===== src/rtl/display_pkg.sv =====
// Shared constants and helpers for the multiplexed 7-segment display path.
package display_pkg;

  localparam int DEF_NUM_DIGITS = 8;
  localparam int MAX_DIGITS = 16;

  localparam logic [3:0] BLANK_CODE = 4'hF;
  localparam logic AN_OFF = 1'b1;
  localparam logic AN_ON = 1'b0;

  // Callers zero-extend their packed digit bus to MAX_DIGITS nibbles.
  function automatic logic [3:0] digit_slice(input logic [4*MAX_DIGITS-1:0] bus,
                                             input logic [3:0] i);
    return bus[{i, 2'b00} +: 4];
  endfunction

endpackage


===== src/rtl/display_scan_mux_scan_timer.sv =====
// Slot/digit scan counters plus the frame-start strobe and blink phase.
module scan_timer
  import display_pkg::*;
#(
  parameter int NUM_DIGITS = DEF_NUM_DIGITS,
  parameter int SLOT_CYCLES = 12500,
  parameter int BLINK_FRAMES = 250,
  localparam int SW = (SLOT_CYCLES > 1) ? $clog2(SLOT_CYCLES) : 1,
  localparam int IW = (NUM_DIGITS > 1) ? $clog2(NUM_DIGITS) : 1,
  localparam int FW = $clog2(BLINK_FRAMES + 1)
) (
  input  logic          clk,
  input  logic          rst_n,
  input  logic          en,
  output logic [SW-1:0] slot_cnt,
  output logic [IW-1:0] idx,
  output logic          frame_start,
  output logic          blink_on
);

  logic [SW-1:0] slot_cnt_r, slot_nxt_s;
  logic [IW-1:0] idx_r, idx_nxt_s;
  logic [FW-1:0] frame_cnt_r, frame_cnt_nxt_s;
  logic          phase_r, phase_nxt_s;
  logic          frame_start_s;

  // Counter and phase registers; everything holds while en is low.
  always_ff @(posedge clk or negedge rst_n) begin
    if (!rst_n) begin
      slot_cnt_r  <= '0;
      idx_r       <= '0;
      frame_cnt_r <= '0;
      phase_r     <= 1'b1;
    end else begin
      slot_cnt_r  <= slot_nxt_s;
      idx_r       <= idx_nxt_s;
      frame_cnt_r <= frame_cnt_nxt_s;
      phase_r     <= phase_nxt_s;
    end
  end

  assign frame_start_s = en && (slot_cnt_r == '0) && (idx_r == '0);

  // Next-state for slot/digit counters and the blink frame counter.
  always_comb begin
    slot_nxt_s      = slot_cnt_r;
    idx_nxt_s       = idx_r;
    frame_cnt_nxt_s = frame_cnt_r;
    phase_nxt_s     = phase_r;
    if (en) begin
      if (slot_cnt_r == SW'(SLOT_CYCLES - 1)) begin
        slot_nxt_s = '0;
        idx_nxt_s  = (idx_r == IW'(NUM_DIGITS - 1)) ? '0 : idx_r + 1'b1;
      end else begin
        slot_nxt_s = slot_cnt_r + 1'b1;
      end
    end else begin
      slot_nxt_s = slot_cnt_r;
    end
    // The frame that completes a half-period hands over to the toggled phase.
    if (frame_start_s) begin
      if (frame_cnt_r == FW'(BLINK_FRAMES)) begin
        phase_nxt_s     = ~phase_r;
        frame_cnt_nxt_s = FW'(1);
      end else begin
        frame_cnt_nxt_s = frame_cnt_r + 1'b1;
      end
    end else begin
      frame_cnt_nxt_s = frame_cnt_r;
    end
  end

  assign slot_cnt    = slot_cnt_r;
  assign idx         = idx_r;
  assign frame_start = frame_start_s;
  assign blink_on    = phase_nxt_s;

endmodule


===== src/rtl/display_scan_mux.sv =====
// Scans NUM_DIGITS BCD digits onto one 7-segment bus with ghost blanking,
// per-digit blink and a per-frame input snapshot.
module display_scan_mux
  import display_pkg::*;
#(
  parameter int NUM_DIGITS = DEF_NUM_DIGITS,
  parameter int SLOT_CYCLES = 12500,
  parameter int BLANK_CYCLES = 250,
  parameter int BLINK_FRAMES = 250
) (
  input  logic                    clk,
  input  logic                    rst_n,
  input  logic                    en,
  input  logic [4*NUM_DIGITS-1:0] digits_bcd,
  input  logic [NUM_DIGITS-1:0]   dp_in,
  input  logic [NUM_DIGITS-1:0]   blink_mask,
  output logic [3:0]              digit_x,
  output logic [NUM_DIGITS-1:0]   an,
  output logic                    dp_n,
  output logic                    frame_tick
);

  localparam int SW = (SLOT_CYCLES > 1) ? $clog2(SLOT_CYCLES) : 1;
  localparam int IW = (NUM_DIGITS > 1) ? $clog2(NUM_DIGITS) : 1;

  logic [SW-1:0]             slot_cnt_s;
  logic [IW-1:0]             idx_s;
  logic                      frame_start_s, blink_on_s, blank_s;
  logic [4*NUM_DIGITS-1:0]   snap_digits_r, cur_digits_s;
  logic [NUM_DIGITS-1:0]     snap_dp_r, snap_mask_r, cur_dp_s, cur_mask_s;
  logic [4*MAX_DIGITS-1:0]   digits_wide_s;
  logic [NUM_DIGITS-1:0]     an_d_s, an_r;
  logic [3:0]                x_d_s, x_r;
  logic                      dp_d_s, dp_r, ft_r;

  scan_timer #(
    .NUM_DIGITS  (NUM_DIGITS),
    .SLOT_CYCLES (SLOT_CYCLES),
    .BLINK_FRAMES(BLINK_FRAMES)
  ) u_timer (
    .clk        (clk),
    .rst_n      (rst_n),
    .en         (en),
    .slot_cnt   (slot_cnt_s),
    .idx        (idx_s),
    .frame_start(frame_start_s),
    .blink_on   (blink_on_s)
  );

  // Frame snapshot of the external digit, dp and blink requests.
  always_ff @(posedge clk or negedge rst_n) begin
    if (!rst_n) begin
      snap_digits_r <= '0;
      snap_dp_r     <= '0;
      snap_mask_r   <= '0;
    end else if (frame_start_s) begin
      snap_digits_r <= digits_bcd;
      snap_dp_r     <= dp_in;
      snap_mask_r   <= blink_mask;
    end
  end

  // The slot-0 decode happens on the capture edge, so it uses the values being captured.
  always_comb begin
    cur_digits_s = frame_start_s ? digits_bcd : snap_digits_r;
    cur_dp_s     = frame_start_s ? dp_in : snap_dp_r;
    cur_mask_s   = frame_start_s ? blink_mask : snap_mask_r;
    digits_wide_s = '0;
    digits_wide_s[4*NUM_DIGITS-1:0] = cur_digits_s;
  end

  // Output decode for the current slot position.
  always_comb begin
    an_d_s  = {NUM_DIGITS{AN_OFF}};
    x_d_s   = BLANK_CODE;
    dp_d_s  = 1'b1;
    blank_s = (slot_cnt_s < SW'(BLANK_CYCLES)) || (!blink_on_s && cur_mask_s[idx_s]);
    if (!en) begin
      an_d_s = {NUM_DIGITS{AN_OFF}};
    end else if (blank_s) begin
      an_d_s = {NUM_DIGITS{AN_OFF}};
    end else begin
      an_d_s[idx_s] = AN_ON;
      x_d_s         = digit_slice(digits_wide_s, 4'(idx_s));
      dp_d_s        = ~cur_dp_s[idx_s];
    end
  end

  // Registered pin drivers.
  always_ff @(posedge clk or negedge rst_n) begin
    if (!rst_n) begin
      an_r <= {NUM_DIGITS{AN_OFF}};
      x_r  <= BLANK_CODE;
      dp_r <= 1'b1;
      ft_r <= 1'b0;
    end else begin
      an_r <= an_d_s;
      x_r  <= x_d_s;
      dp_r <= dp_d_s;
      ft_r <= frame_start_s;
    end
  end

  assign an         = an_r;
  assign digit_x    = x_r;
  assign dp_n       = dp_r;
  assign frame_tick = ft_r;

endmodule


===== config.mk =====
export PLATFORM = sky130hd
export DESIGN_NAME = display_scan_mux
export DESIGN_NICKNAME = d
export VERILOG_FILES = /design/src/rtl/display_pkg.sv /design/src/rtl/display_scan_mux_scan_timer.sv /design/src/rtl/display_scan_mux.sv
export SDC_FILE = /design/constraint.sdc
export NUM_CORES = 1
export LEC_CHECK = 0
export BUFFER_PORTS_ARGS = -buffer_cell sky130_fd_sc_hd__buf_2
export CAP_MARGIN = 20
export CORE_MARGIN = 5
export CORE_UTILIZATION = 61
export CTS_CLUSTER_SIZE = 16
export DETAILED_ROUTE_END_ITERATION = 7
export GPL_ROUTABILITY_DRIVEN = 0
export PLACE_DENSITY = 0.83
export SLEW_MARGIN = 20
export SYNTH_ARGS = -nofsm -noshare
export SYNTH_HDL_FRONTEND = slang
export SYNTH_SLANG_ARGS = --single-unit

===== constraint.sdc =====
create_clock -name clk -period 6.64 [get_ports clk]
set_input_delay 1.328 -clock clk [delete_from_list [all_inputs] [get_ports clk]]
set_output_delay 1.328 -clock clk [all_outputs]
set_load 0.01 [all_outputs]

### Yosys cells after proc, flatten, opt, wreduce, memory -nomap -nowiden

Index checks and enable logic that the tools add are counted.

| word-level totals | value |
|---|---|
| flip-flop bits (word level) | 88 |
| latch bits | 0 |
| RAM bits | 0 |
| memory bits (read-only) | 0 |
| word-level logic and storage cells | 53 |
| memories | 0 |

| operators by class | value |
|---|---|
| add/sub/neg operators | 3 |
| $mul | 0 |
| div/mod/pow operators | 0 |
| magnitude comparators | 3 |
| eq/ne operators | 3 |
| shift operators | 1 |
| mux-type cells | 20 |
| bitwise gates (word level) | 3 |
| reduce and logical (&&, ||, !) cells | 9 |

Operator list:

| kind | number |
|---|---|
| 64-bit by 6-bit indexed part select with 4-bit output | 1 |
| 8-bit two-way mux | 5 |
| 32-bit two-way mux | 1 |
| 14-bit by 1-bit adder with 14-bit output, second input constant | 1 |
| 14-bit == test, second input constant | 1 |
| 14-bit zero test | 1 |
| 14-bit by 8-bit less-than comparator with 1-bit output, second input constant | 1 |
| 14-bit two-way mux | 1 |
| 8-bit by 1-bit adder with 8-bit output, second input constant | 1 |
| 8-bit == test, second input constant | 1 |
| 4-bit two-way mux | 2 |
| 8-bit NOT | 1 |
| 1-bit two-way mux | 7 |
| 1-bit binary-select mux with 3-bit select | 2 |
| 1-bit logical AND | 4 |
| 3-bit by 4-bit less-than comparator with 1-bit output, second input constant | 1 |
| 3-bit by 1-bit adder with 3-bit output, second input constant | 1 |
| 1-bit demux with 3-bit select | 1 |
| 3-bit == test, second input constant | 1 |
| 3-bit by 1-bit greater-or-equal comparator with 1-bit output, second input constant | 1 |
| 3-bit zero test | 1 |
| 3-bit two-way mux | 1 |
| 1-bit NOT | 2 |
| 2-bit AND reduction | 1 |
| 2 further kinds | 2 |

### Longest topological paths before layout

| depth | value |
|---|---|
| depth after elaboration | 10 |
| mapped depth | 14 |

### Cells and area by module

A second synthesis with hierarchy kept.

| second synthesis, totals | value |
|---|---|
| cells, all modules | 335 |
| area total of the unflattened synthesis | 4,167.7 µm² |

Modules (own cells, without submodules):

| module | times used | cells an instance | area each (µm²) | sequential area each (µm²) |
|---|---|---|---|---|
| display_scan_mux | 1 | 194 | 2,735.1 | 1,567.8 |
| scan_timer | 1 | 141 | 1,432.6 | 651.9 |

### Worst setup path after synthesis

No wires, ideal clock.

| path | value |
|---|---|
| kind | input to register |
| start point | input port en |
| end point | register an_r[6] (netlist: an[6]) |
| library setup time | 100 ps |
| arrival | 3,379 ps |
| path slack | 3,161 ps |
| stages on the path | 9 |
| path buffers | 1 |
| cell sequence | nor4bb_1 -> and3_1 -> nand2_4 -> inv_1 -> mux2_2 -> a2111o_1 -> a31oi_2 -> buf_6 -> nand4_1 |

| between the ends | value |
|---|---|
| word-level cells in the longest chain between the ends | 9 |

RTL lines:

| item | line | text |
|---|---|---|
| from (decl) | display_scan_mux.sv:13 | `input logic en,` |
| 1-bit logical AND (2 in series) | display_scan_mux_scan_timer.sv:42 | `assign frame_start_s = en && (slot_cnt_r == '0) && (idx_r == '0);` |
| 8-bit two-way mux | -- |  |
| named net cur_mask_s[1] | display_scan_mux.sv:30 | `logic [NUM_DIGITS-1:0] snap_dp_r, snap_mask_r, cur_dp_s, cur_mask_s;` |
| 1-bit binary-select mux with 3-bit select | display_scan_mux.sv:77 | `blank_s = (slot_cnt_s < SW'(BLANK_CYCLES)) \|\| (!blink_on_s && cur_mask_s[idx_s]);` |
| 1-bit two-way mux (implied by the code) | display_scan_mux.sv:77 |  |
| 1-bit logical AND | display_scan_mux.sv:77 |  |
| 1-bit logical OR | display_scan_mux.sv:77 |  |
| 8-bit two-way mux | display_scan_mux.sv:80 | `end else if (blank_s) begin` |
| 8-bit two-way mux | display_scan_mux.sv:78 | `if (!en) begin` |
| named net an_d_s[6] | display_scan_mux.sv:32 | `logic [NUM_DIGITS-1:0] an_d_s, an_r;` |
| to (signal assigned) | display_scan_mux.sv:92 | `an_r <= {NUM_DIGITS{AN_OFF}};` |
| to (signal assigned) | display_scan_mux.sv:97 | `an_r <= an_d_s;` |
| to (decl) | display_scan_mux.sv:32 |  |

The timed path passes the listed nets, and every way through them passes these cells. The select of a mux whose other input is x is not followed.
A chain may end at the register's enable or synchronous reset.

### Worst setup path in the final report

| path | value |
|---|---|
| start point | register u_timer.idx_r[0] (netlist: u_timer.idx[0]) |
| end point | register x_r[1] (netlist: digit_x[1]) |

| between the ends | value |
|---|---|
| word-level cells in the longest chain between the ends | 9 |

RTL lines:

| item | line | text |
|---|---|---|
| from (decl) | display_scan_mux_scan_timer.sv:22 | `logic [IW-1:0] idx_r, idx_nxt_s;` |
| from (signal assigned) | display_scan_mux_scan_timer.sv:36 | `idx_r <= idx_nxt_s;` |
| parallel branches: the longest is 7 deep, another holds 64-bit by 6-bit indexed part select with 4-bit output | -- |  |
| 4-bit two-way mux * | display_scan_mux.sv:80 |  |
| 4-bit two-way mux * | display_scan_mux.sv:78 |  |
| named net x_d_s[1] | display_scan_mux.sv:33 | `logic [3:0] x_d_s, x_r;` |
| to (signal assigned) | display_scan_mux.sv:98 | `x_r <= x_d_s;` |
| to (decl) | display_scan_mux.sv:33 |  |

Mark *: on every way through the listed nets, which the timed path passes. The select of a mux whose other input is x is not followed.

==> flow_summary.toml <==
[setup_path]
critPathMaxFanout = 60
worstPathCellList = "inv_1 -> ha_1 -> nor3b_1 -> and3_1 -> nand2_4 -> inv_1 -> buf_4 -> mux2i_1 -> o21ai_0 -> a31oi_2 -> o21ai_0"
cp_slowest_cell = "dfrtp_1"
worst_path_largest_cell_delay_ns = 0.74
reg2reg_to = "digit_x[1]$_DFF_PN1_"
cp_data_arrival_time_ns = 4.71
cp.required_ns = 6.89
crit_type = "reg -> reg"
rrSetupSlack_ns = 2.17
start_kind = "flip-flop"
ff2ff_path_depth = 11
worst_setup_path_end_kind = "flip-flop"
rr_startpoint = "u_timer.idx[0]$_DFFE_PN0P_"

[global_routing]
track_usage = 0.2254
antenna_found_initial = 0
grt_max_degree = 89
grt-ovfl-total = 0
grt_pass1_vias = 3218
grt_pass1_wl_um = 15380

[power]
max-vdd-ir-drop_uv = 125.6
internal_power_mw = 0.7975
clockPowerShare = 0.396
switching_share = 0.2313
switching_power_mw = 0.2399
leakagePower_nw = 2.391
seqPwrFrac = 0.546
p_comb_frac = 0.058
cellPowerDensity_mw_per_mm2 = 220.4
power_mw = 1.037

[floorplan]
start_util = 0.6179
row_count = 30
die_h_um = 92.50
io_pins = 65
coreArea_mm2 = 0.006719
chipWidth_um = 92.50
dieArea_mm2 = 0.008555

[yosys]
synth_top_area_frac = 0.4461
synth_commonest_cells = "131 x nand2_1, 74 x dfrtp_1, 23 x o21ai_0"
synth.yosys.seq_area_share = 0.5347
ys_seq_elements = 88
synth_mux_area_frac = 0.05636
postSynthCellCount = 432
syn_nets = 490
yosysUniqueCellTypes = 52
synth_largest_area_cell = "dfrtp_1"
yosys_warnings = 0
synth_top_family_by_area = "simple AND/OR/NAND/NOR gates"
syn-cell-area_mm2 = 0.004151
yosys.cell_count.top_type = "nand2_1"
synth-xor-area-share = 0.01899
async_reset_ff_frac = 1.000
synth-main-ff-cell = "dfrtp_1"
syn_avg_cell_area_um2 = 9.610
netlist_top_cells_area = "dfrtp_1 45%, nand2_1 12%, dfstp_2 8.9%, mux2_2 3.8%, o21ai_0 2.8%"
synthSimpleGateAreaFrac = 0.2191
synth_fa_ha_area_frac = 0.02110
synth_edf_count = 0
synth_compound_area_frac = 0.1133

[timing]
setup_ws_ns = 2.175
tns_ns = 0
rsz0062_at_grt = "false"
fmax_mhz = 223.9
worstMarginPinSlew_ns = 0.9617
setup_viol = 0
skew_ns = 0.01129
maxSlewHeadroom = 0.3589
slew_violations = 0
period_minus_slack_ns = 4.465
hold_violations = 0
fin_crit_sh = 0.6725

[worst_hold_path]
holdCritStartpoint = "snap_digits_r[15]$_DFF_PN0_"
holdCritPathClass = "reg -> reg"
whs_endpoint = "snap_digits_r[15]$_DFF_PN0_"
min_path_cells = 2

[layout]
fin_util = 0.7006
diodes = 0
area_growth_pct = 13.38
nets = 544
final_layout_size_suffix_gt1_frac = 0.2363

[route]
vias_per_cell = 5.732
drt_first_iter_violations = 287
drtPass1Iterations = 5
vias = 3273
drc = 0
drt-total-wl_um = 9101
wire_per_inst_um = 15.94
ant_nets = 0

[clocking]
cts_root_buf = "clkbuf_8"
cts_buffers = 9
post_cts_resized = 0
cts.htree.levels = 3
cts_buffer_depth = 2
cts_tree = "done"
clkSlewWorstSetupHoldPaths_ns = 0.09
clk_latency_ns = 0.36
clkSinkCount = 88
post_cts_buffers = 0
hold_buffers = 0

[place]
port_buffers = 64
dp_slack_ns = 1.948
dp_hpwl_um = 6115

[run]
drv_cap = 0

[outcome]
status = "completed"
cells by family after synthesis:
| logic type | count (synthesis) |
|---|---|
| adder cells (fa/ha/maj) | 7 |
| buffers and inverters | 35 |
| multiplexers | 19 |
| XOR/XNOR | 9 |
| AND/OR/NAND/NOR | 201 |
| flip-flops | 88 |
| AO/OA/AOI/OAI | 73 |
registers in the layout (all words and copies together), names as in the netlist:
name and flops:
digit_x 4, dp_n 1, frame_tick 1, u_timer.phase_r 1, snap_mask_r 8, u_timer.idx 3, an 8, snap_digits_r 32
u_timer.frame_cnt_r 8, u_timer.slot_cnt 14, snap_dp_r 8
cell type report:
class | instances | area [um^2]
clock inverters | 5 | 78.83
multi-input cells | 309 | 1780
clock buffers | 11 | 141.4
fillers | 497 | 2012
well taps | 80 | 100.1
flip-flops and latches | 88 | 2220
repair buffers | 66 | 341.6
inverters | 12 | 45.04
cell usage in the layout, fill, tap and decap left out, types with 9 or more instances in the layout:
cell and instances:
and3_1 9, nor2_1 13, buf_2 63, dfrtp_1 74, inv_1 11, clkbuf_8 10, a21oi_1 12, nand3_1 11
nand2_1 131, dfstp_2 14, mux2_2 14, o21ai_0 23
worst max path at each step:
stage	cells after the start	endpoint	start
floorplan	9	an[6]$_DFF_PN1_	en
global placement	10	digit_x[1]$_DFF_PN1_	en
detailed placement	10	digit_x[1]$_DFF_PN1_	en
CTS	11	digit_x[1]$_DFF_PN1_	u_timer.idx[0]$_DFFE_PN0P_
global route	11	digit_x[1]$_DFF_PN1_	u_timer.idx[0]$_DFFE_PN0P_
finish	11	digit_x[1]$_DFF_PN1_	u_timer.idx[0]$_DFFE_PN0P_
layer usage:
layer | up-vias | wire length [um] | GRT usage
met5 | - | 0 | 0
met4 | 0 | 198 | 0.1002
met3 | 18 | 560 | 0.04224
met2 | 120 | 4256 | 0.3444
met1 | 1546 | 4085 | 0.3141
li1 | 1589 | - | -
metrics by stage:
step	cells	area [um^2]	hold slack [ns]
final	571	4707	0.4612
after global routing	571	4707	0.4948
after CTS	571	4703	0.4652
after detailed placement	555	4483	0.4478
after global placement	555	4483	0.4408
after floorplan	432	4151	0.4299
power groups by stage:
stage	Sequential [mW]	Clock, mW	Combinational (mW)
detailed placement	0.576	0	0.0602
floorplan	0.573	0	0.0279
global placement	0.576	0	0.0576
CTS	0.566	0.414	0.0601
finish	0.567	0.410	0.0601
global route	0.569	0.438	0.0696
worst max-delay path: cells and delay by family, from the launching register on:
family,cells,cell delay [ns]
compound gates,3,0.99
fa+ha+maj,1,0.22
buf+inv,3,1.13
flops,1,0.74
mux,1,0.29
simple gates,3,0.95
Note: power is estimated with default switching activity, not from simulation.
